### config.mk
export PLATFORM = sky130hd
export DESIGN_NAME = gb_serial
export DESIGN_NICKNAME = d
export VERILOG_FILES = /design/src/rtl/gb_serial.sv
export SDC_FILE = /design/constraint.sdc
export NUM_CORES = 1
export LEC_CHECK = 0
export BUFFER_PORTS_ARGS = -buffer_cell sky130_fd_sc_hd__buf_2
export CAP_MARGIN = 20
export CORE_ASPECT_RATIO = 1.75
export CORE_UTILIZATION = 48
export DETAILED_ROUTE_END_ITERATION = 10
export PLACE_DENSITY = 0.79
export SYNTH_ARGS = -nofsm -noshare
export SYNTH_HDL_FRONTEND = slang
export SYNTH_SLANG_ARGS = --single-unit
### constraint.sdc
create_clock -name clk -period 2 [get_ports clk]
set_input_delay 0.2 -clock clk [delete_from_list [all_inputs] [get_ports clk]]
set_output_delay 0.2 -clock clk [all_outputs]
set_load 0.05 [all_outputs]
### src/rtl/gb_serial.sv
// gb_serial: Game Boy SB/SC serial link shift engine with internal/external clock.
// Optional CGB fast internal clock (SC bit1) is built when SERIAL_FAST_EN is defined.
module gb_serial #(
    parameter int DIV_LOG2    = 9,
    parameter int SYNC_STAGES = 2
) (
    input  logic       clk,
    input  logic       reset,
    input  logic       cpu_sel_sb,
    input  logic       cpu_sel_sc,
    input  logic       cpu_wr,
    input  logic [7:0] cpu_di,
    output logic [7:0] cpu_do,
    input  logic       ser_clk_in,
    input  logic       ser_data_in,
    output logic       ser_clk_out,
    output logic       ser_clk_oe,
    output logic       ser_data_out,
    output logic       irq
);
    typedef enum logic {IDLE, ACTIVE} state_t;

    localparam logic [DIV_LOG2-1:0] DIV_ONE = 1;

    state_t                 state_q, state_d;
    logic [7:0]             sb_q, sb_d;
    logic                   sc_start_q, sc_start_d;
    logic                   sc_clksel_q, sc_clksel_d;
    logic [2:0]             bcnt_q, bcnt_d;
    logic [DIV_LOG2-1:0]    div_q, div_d;
    logic                   sample_q, sample_d;
    logic                   irq_q, irq_d;
    logic                   data_out_q, data_out_d;
    logic [SYNC_STAGES-1:0] clk_sync_q, clk_sync_d;
    logic [SYNC_STAGES-1:0] dat_sync_q, dat_sync_d;
    logic                   clk_prev_q, clk_prev_d;

    logic [DIV_LOG2-1:0] div_dec;
    logic                half_now;
    logic                half_nxt;
    logic                period_end;
    logic                clk_s;
    logic                dat_s;
    logic                sb_wr;
    logic                sc_wr;
    logic                shift;
    logic                shift_bit;

    assign div_dec = div_q - DIV_ONE;
    assign clk_s   = clk_sync_q[SYNC_STAGES-1];
    assign dat_s   = dat_sync_q[SYNC_STAGES-1];
    assign sb_wr   = cpu_wr & cpu_sel_sb;
    assign sc_wr   = cpu_wr & cpu_sel_sc;

`ifdef SERIAL_FAST_EN
    logic sc_fast_q, sc_fast_d;

    // Fast mode runs the same down-counter but only watches its low bits.
    assign half_now   = sc_fast_q ? div_q[DIV_LOG2-6] : div_q[DIV_LOG2-1];
    assign half_nxt   = sc_fast_q ? div_dec[DIV_LOG2-6] : div_dec[DIV_LOG2-1];
    assign period_end = sc_fast_q ? (div_q[DIV_LOG2-6:0] == '0) : (div_q == '0);
`else
    assign half_now   = div_q[DIV_LOG2-1];
    assign half_nxt   = div_dec[DIV_LOG2-1];
    assign period_end = (div_q == '0);
`endif

    always_comb begin
        cpu_do = 8'hFF;
        if (cpu_sel_sb) begin
            cpu_do = sb_q;
        end else if (cpu_sel_sc) begin
`ifdef SERIAL_FAST_EN
            cpu_do = {sc_start_q, 5'h1F, sc_fast_q, sc_clksel_q};
`else
            cpu_do = {sc_start_q, 6'h3F, sc_clksel_q};
`endif
        end
    end

    assign ser_clk_out  = (state_q == ACTIVE && sc_clksel_q) ? ~half_now : 1'b1;
    assign ser_clk_oe   = sc_clksel_q;
    assign ser_data_out = data_out_q;
    assign irq          = irq_q;

    always_comb begin
        state_d     = state_q;
        sb_d        = sb_q;
        sc_start_d  = sc_start_q;
        sc_clksel_d = sc_clksel_q;
        bcnt_d      = bcnt_q;
        div_d       = div_q;
        sample_d    = sample_q;
        irq_d       = 1'b0;
        shift       = 1'b0;
        shift_bit   = 1'b0;
        clk_sync_d  = {clk_sync_q[SYNC_STAGES-2:0], ser_clk_in};
        dat_sync_d  = {dat_sync_q[SYNC_STAGES-2:0], ser_data_in};
        clk_prev_d  = clk_s;
`ifdef SERIAL_FAST_EN
        sc_fast_d   = sc_fast_q;
`endif

        if (state_q == ACTIVE) begin
            if (sc_clksel_q) begin
                div_d     = period_end ? '1 : div_dec;
                shift     = period_end;
                shift_bit = sample_q;
                if (half_now && !half_nxt && !period_end) begin
                    sample_d = dat_s;
                end
            end else begin
                shift     = clk_s & ~clk_prev_q;
                shift_bit = dat_s;
            end
        end

        if (shift) begin
            sb_d   = {sb_q[6:0], shift_bit};
            bcnt_d = bcnt_q + 3'd1;
            if (bcnt_q == 3'd7) begin
                state_d    = IDLE;
                sc_start_d = 1'b0;
                irq_d      = 1'b1;
            end
        end

        // A CPU write to SB overrides a coincident shift; bcnt still advances.
        if (sb_wr) begin
            sb_d = cpu_di;
        end

        if (sc_wr) begin
            sc_clksel_d = cpu_di[0];
`ifdef SERIAL_FAST_EN
            sc_fast_d   = cpu_di[1];
`endif
            sc_start_d  = cpu_di[7];
            irq_d       = 1'b0;
            if (cpu_di[7]) begin
                state_d = ACTIVE;
                bcnt_d  = 3'd0;
                div_d   = '1;
            end else begin
                state_d = IDLE;
            end
        end

        data_out_d = sb_d[7];
    end

    always_ff @(posedge clk) begin
        if (reset) begin
            state_q     <= IDLE;
            sb_q        <= 8'h00;
            sc_start_q  <= 1'b0;
            sc_clksel_q <= 1'b0;
            bcnt_q      <= 3'd0;
            div_q       <= '1;
            sample_q    <= 1'b1;
            irq_q       <= 1'b0;
            data_out_q  <= 1'b0;
            clk_sync_q  <= '0;
            dat_sync_q  <= '0;
            clk_prev_q  <= 1'b0;
`ifdef SERIAL_FAST_EN
            sc_fast_q   <= 1'b0;
`endif
        end else begin
            state_q     <= state_d;
            sb_q        <= sb_d;
            sc_start_q  <= sc_start_d;
            sc_clksel_q <= sc_clksel_d;
            bcnt_q      <= bcnt_d;
            div_q       <= div_d;
            sample_q    <= sample_d;
            irq_q       <= irq_d;
            data_out_q  <= data_out_d;
            clk_sync_q  <= clk_sync_d;
            dat_sync_q  <= dat_sync_d;
            clk_prev_q  <= clk_prev_d;
`ifdef SERIAL_FAST_EN
            sc_fast_q   <= sc_fast_d;
`endif
        end
    end

endmodule
==> Flow_metrics.wiki <==
{| class="wikitable"
! Metric !! Value
|-
| Register cell area after layout || between 500 and 600 µm²
|-
| Pin count of the biggest net entering global routing || 20
|-
| Number of I/O port buffers || 26
|-
| Async set-reset flop share out of synthesis || 0%
|-
| Slack of the worst reg-to-reg path || -0.0003 ns
|-
| Vias/cell || ~5.4
|-
| Chip width || between 40 and 50 µm
|-
| Filler-free cell count of the finished design || 207
|-
| Initial core utilization || about 52%
|-
| Clock Pin Slew Worst Setup and Hold Paths || 0.06 ns
|-
| Design Area, Final || 1700 µm²
|-
| Vias in the first global route || 1094
|-
| Relative slew margins || 63.1%
|-
| Post-synth net total || 164
|-
| Largest driver fanout on the critical path || 6
|-
| Utilization after layout || about two thirds
|-
| Final Hold Viols || 0
|-
| CTS Buf Count || 5
|-
| Most frequent cell after synthesis || sky130_fd_sc_hd__dfxtp_1
|-
| Row count || 24
|-
| CP peak stage delay || 0.58 ns
|-
| Top-Level Pins || 27
|-
| # setup viols final || 1
|-
| Biggest area consumer among synthesized cells || sky130_fd_sc_hd__dfxtp_1
|-
| Ant diodes || 0
|-
| Fin worst setup slack || -0.000252 ns
|-
| Number of unique standard cell types used by synthesis || 37
|-
| Minimum period implied by the final worst setup slack || about 2 ns
|-
| WL/cell || 14.1 µm
|-
| Remaining global-route overflow || 0
|-
| Routability congestion estimate || 0.777
|-
| Synthesis-to-finish area growth || 27.7%
|-
| Number of pins exceeding their max-slew limit in the final report || 0
|-
| GRT Resource Usage Total || 20.5%
|-
| Lkg Pwr || 0.707 nW
|-
| Number of enable-type register cells in the synthesized netlist || 0
|-
| Antenna violations before repair || 0
|-
| Ratio of final minimum period to clock period || 100%
|-
| Share of layout cells above drive strength 1 || approximately a third
|-
| Placeable core region || roughly 2600 µm²
|-
| Power density normalized to cell area || 760 nW/µm²
|-
| Highest ir drop seen on vdd || 648 µV
|-
| First-pass GRT wire length || about 4600 µm
|-
| Cell types with the highest counts after synthesis || sky130_fd_sc_hd__dfxtp_1, sky130_fd_sc_hd__nor2_1, sky130_fd_sc_hd__nand2_1
|-
| CP Launch Type || register
|-
| Top achievable clock speed || 500 MHz
|-
| Max Cap Viol || 0
|-
| Worst-case hold path end point || dat_sync_q[0]
|-
| Unrepaired setup endpoints after global routing || true
|-
| Chip height || just over 70 µm
|-
| Synth top area cells || sky130_fd_sc_hd__dfxtp_1, sky130_fd_sc_hd__mux2i_1, sky130_fd_sc_hd__nor2_1
|-
| Mean area per synthesized cell || 9.16 µm²
|-
| Worst hold path class || input pin to register
|-
| Insertion delay of the later-clocked pin in the worst-skew pair || 0.28 ns
|-
| Post-DP HPWL || 2050 µm
|-
| Final net count || 199
|-
| Vias after detailed routing || 1127
|-
| Detailed-routing iteration count for the pre-antenna-repair pass || 3
|-
| End of the worst register-to-register path || sb_q[1]
|-
| Min-Delay Path Depth || 2
|-
| Portion of synthesized cell area occupied by the leading cell type || between 40% and 50%
|-
| Type of destination of the critical path || register
|-
| Required time worst endpoint || 2.14 ns
|-
| Placed standard-cell area || 1490 µm²
|-
| Filler instances || 200
|-
| Remaining routing DRC violations || 0
|-
| Flip-flop cell with the highest count after synthesis || sky130_fd_sc_hd__dfxtp_1
|-
| Pin slew with the least headroom to its limit || 0.553 ns
|-
| Root Buffer Master || sky130_fd_sc_hd__clkbuf_8
|-
| Clock H-tree levels || 2
|-
| Worst-case clock skew || 0.00857 ns
|-
| Library cell contributing the largest single delay on the critical path || sky130_fd_sc_hd__or4_4
|-
| Critical path, cell by cell || or4_4 -> o41ai_4 -> buf_4 -> buf_12 -> mux2i_2 -> a211oi_2
|-
| Number of warnings reported in the yosys synthesis log || 0
|-
| Multi-input gate area in the final layout || 738 µm²
|-
| Post-synthesis register bit count || 29
|-
| Maximum buffer depth of the clock tree || 2
|-
| Source of the worst register-to-register timing path || div_q[4]
|-
| # clock sinks || 29
|-
| Critical path class || register to register
|-
| Synthesized cell area || 1330 µm²
|-
| Result of the run || finished, violations left
|-
| Failing checks || negative setup slack
|-
| Overall die area || 2990 µm²
|-
| Seq/Total Area, Yosys || roughly 44%
|-
| Total detailed-routing wirelength || about 2900 µm
|-
| Violation count after the first detailed-routing iteration || 23
|-
| Clock tree from TritonCTS || done
|-
| Remaining antenna violation count after routing || 0
|-
| Source of the worst hold timing path || ser_data_in
|-
| Number of instances in the synthesized netlist || 145
|-
| Placed Cells || 193
|-
| Setup slack after placement || -0.0221 ns
|-
| Endpoint arrival time on the critical path || 2.14 ns
|-
| Number of cells on the worst reg-to-reg path || 6
|}
critical path: cells and delay by family, from the launching register on:
kind	cells	cell delay, ns
and+or+nand+nor	1	0.58
muxes	1	0.22
AOI/OAI and AO/OA	2	0.42
buffers and inverters	2	0.31
DFF	1	0.33
how the worst max path moves through the flow:
| stage | startpoint | endpoint | depth (start not counted) |
|---|---|---|---|
| global placement | div_q[0] | sb_q[0] | 7 |
| finish | div_q[4] | sb_q[1] | 6 |
| CTS | div_q[4] | sb_q[5] | 5 |
| floorplan | div_q[0] | sb_q[7] | 8 |
| detailed placement | div_q[1] | sb_q[1] | 7 |
| global route | div_q[4] | sb_q[1] | 6 |
area by class of cell:
type | instances | area share, %
clock buffer | 7 | 5.68
sequential | 29 | 34.5
clock inverter | 1 | 0.295
tap | 26 | 1.92
multi-input combinational | 105 | 43.5
inverter | 5 | 1.11
timing repair buffer | 34 | 13.0
cell usage in the layout, fill, tap and decap left out, types with 2 or more instances in the layout:
master and count:
sky130_fd_sc_hd__mux2i_2 2, sky130_fd_sc_hd__inv_1 3, sky130_fd_sc_hd__a211oi_1 7, sky130_fd_sc_hd__dfxtp_2 3
sky130_fd_sc_hd__dfxtp_1 26, sky130_fd_sc_hd__nand2b_1 7, sky130_fd_sc_hd__ha_1 3, sky130_fd_sc_hd__clkbuf_8 7
sky130_fd_sc_hd__o21ai_0 2, sky130_fd_sc_hd__nand3_1 4, sky130_fd_sc_hd__buf_2 26, sky130_fd_sc_hd__nor2_1 17
sky130_fd_sc_hd__a21oi_1 5, sky130_fd_sc_hd__nor3b_1 2, sky130_fd_sc_hd__buf_4 6, sky130_fd_sc_hd__inv_2 2
sky130_fd_sc_hd__nor2b_1 5, sky130_fd_sc_hd__nand2_1 16, sky130_fd_sc_hd__mux2i_1 7, sky130_fd_sc_hd__xor2_1 4
metal layers:
metal	track usage (%)	part of all wire, %	up-vias
met5	0	0	-
met4	12.2	3.4	0
met3	6.55	3.6	9
met2	35.9	52	24
met1	20.5	41	524
li1	-	-	570
cell families after synthesis:
logic type      count (synthesis)  share of synthesized area (%)
fa+ha+maj                       4                           3.77
mux                             9                           6.79
compound gates                 23                           13.2
buf+inv                        11                           3.77
simple gates                   63                           24.8
flops                          29                           43.7
xor+xnor                        6                           3.96
what timing repair did:
item,CTS,global route
resized for setup,3,11
setup endpoints to repair,9,11
hold buffers,0,0
setup buffers,1,4
gates cloned,0,1
pin swaps,2,6
stage by stage:
stage | hold WS, ns | setup TNS, ns | power (W)
3_3_place_gp | 0.407 | 0 | 0.000765
3_5_place_dp | 0.417 | -0.0872 | 0.000770
4_1_cts | 0.124 | 0 | 0.00129
6_report | 0.136 | -0.000252 | 0.00129
2_1_floorplan | 0.328 | 0 | 0.000725
5_1_grt | 0.140 | -0.408 | 0.00134
power breakdown:
part | leakage, nW | internal (W) | switching [W] | total (W)
clock network | 0.0542 | 0.000310 | 0.000216 | 0.000526
registers | 0.235 | 0.000596 | 0.0000121 | 0.000608
logic | 0.417 | 0.0000491 | 0.000106 | 0.000155
total | 0.707 | 0.000955 | 0.000334 | 0.00129
registers in the layout, indices dropped and copies added (netlist names), 2 cells and up:
signal / flops
div_q: 9
sb_q: 8
bcnt_q: 3
clk_sync_q: 2
dat_sync_q: 2
(Power assumes the default switching activity.)
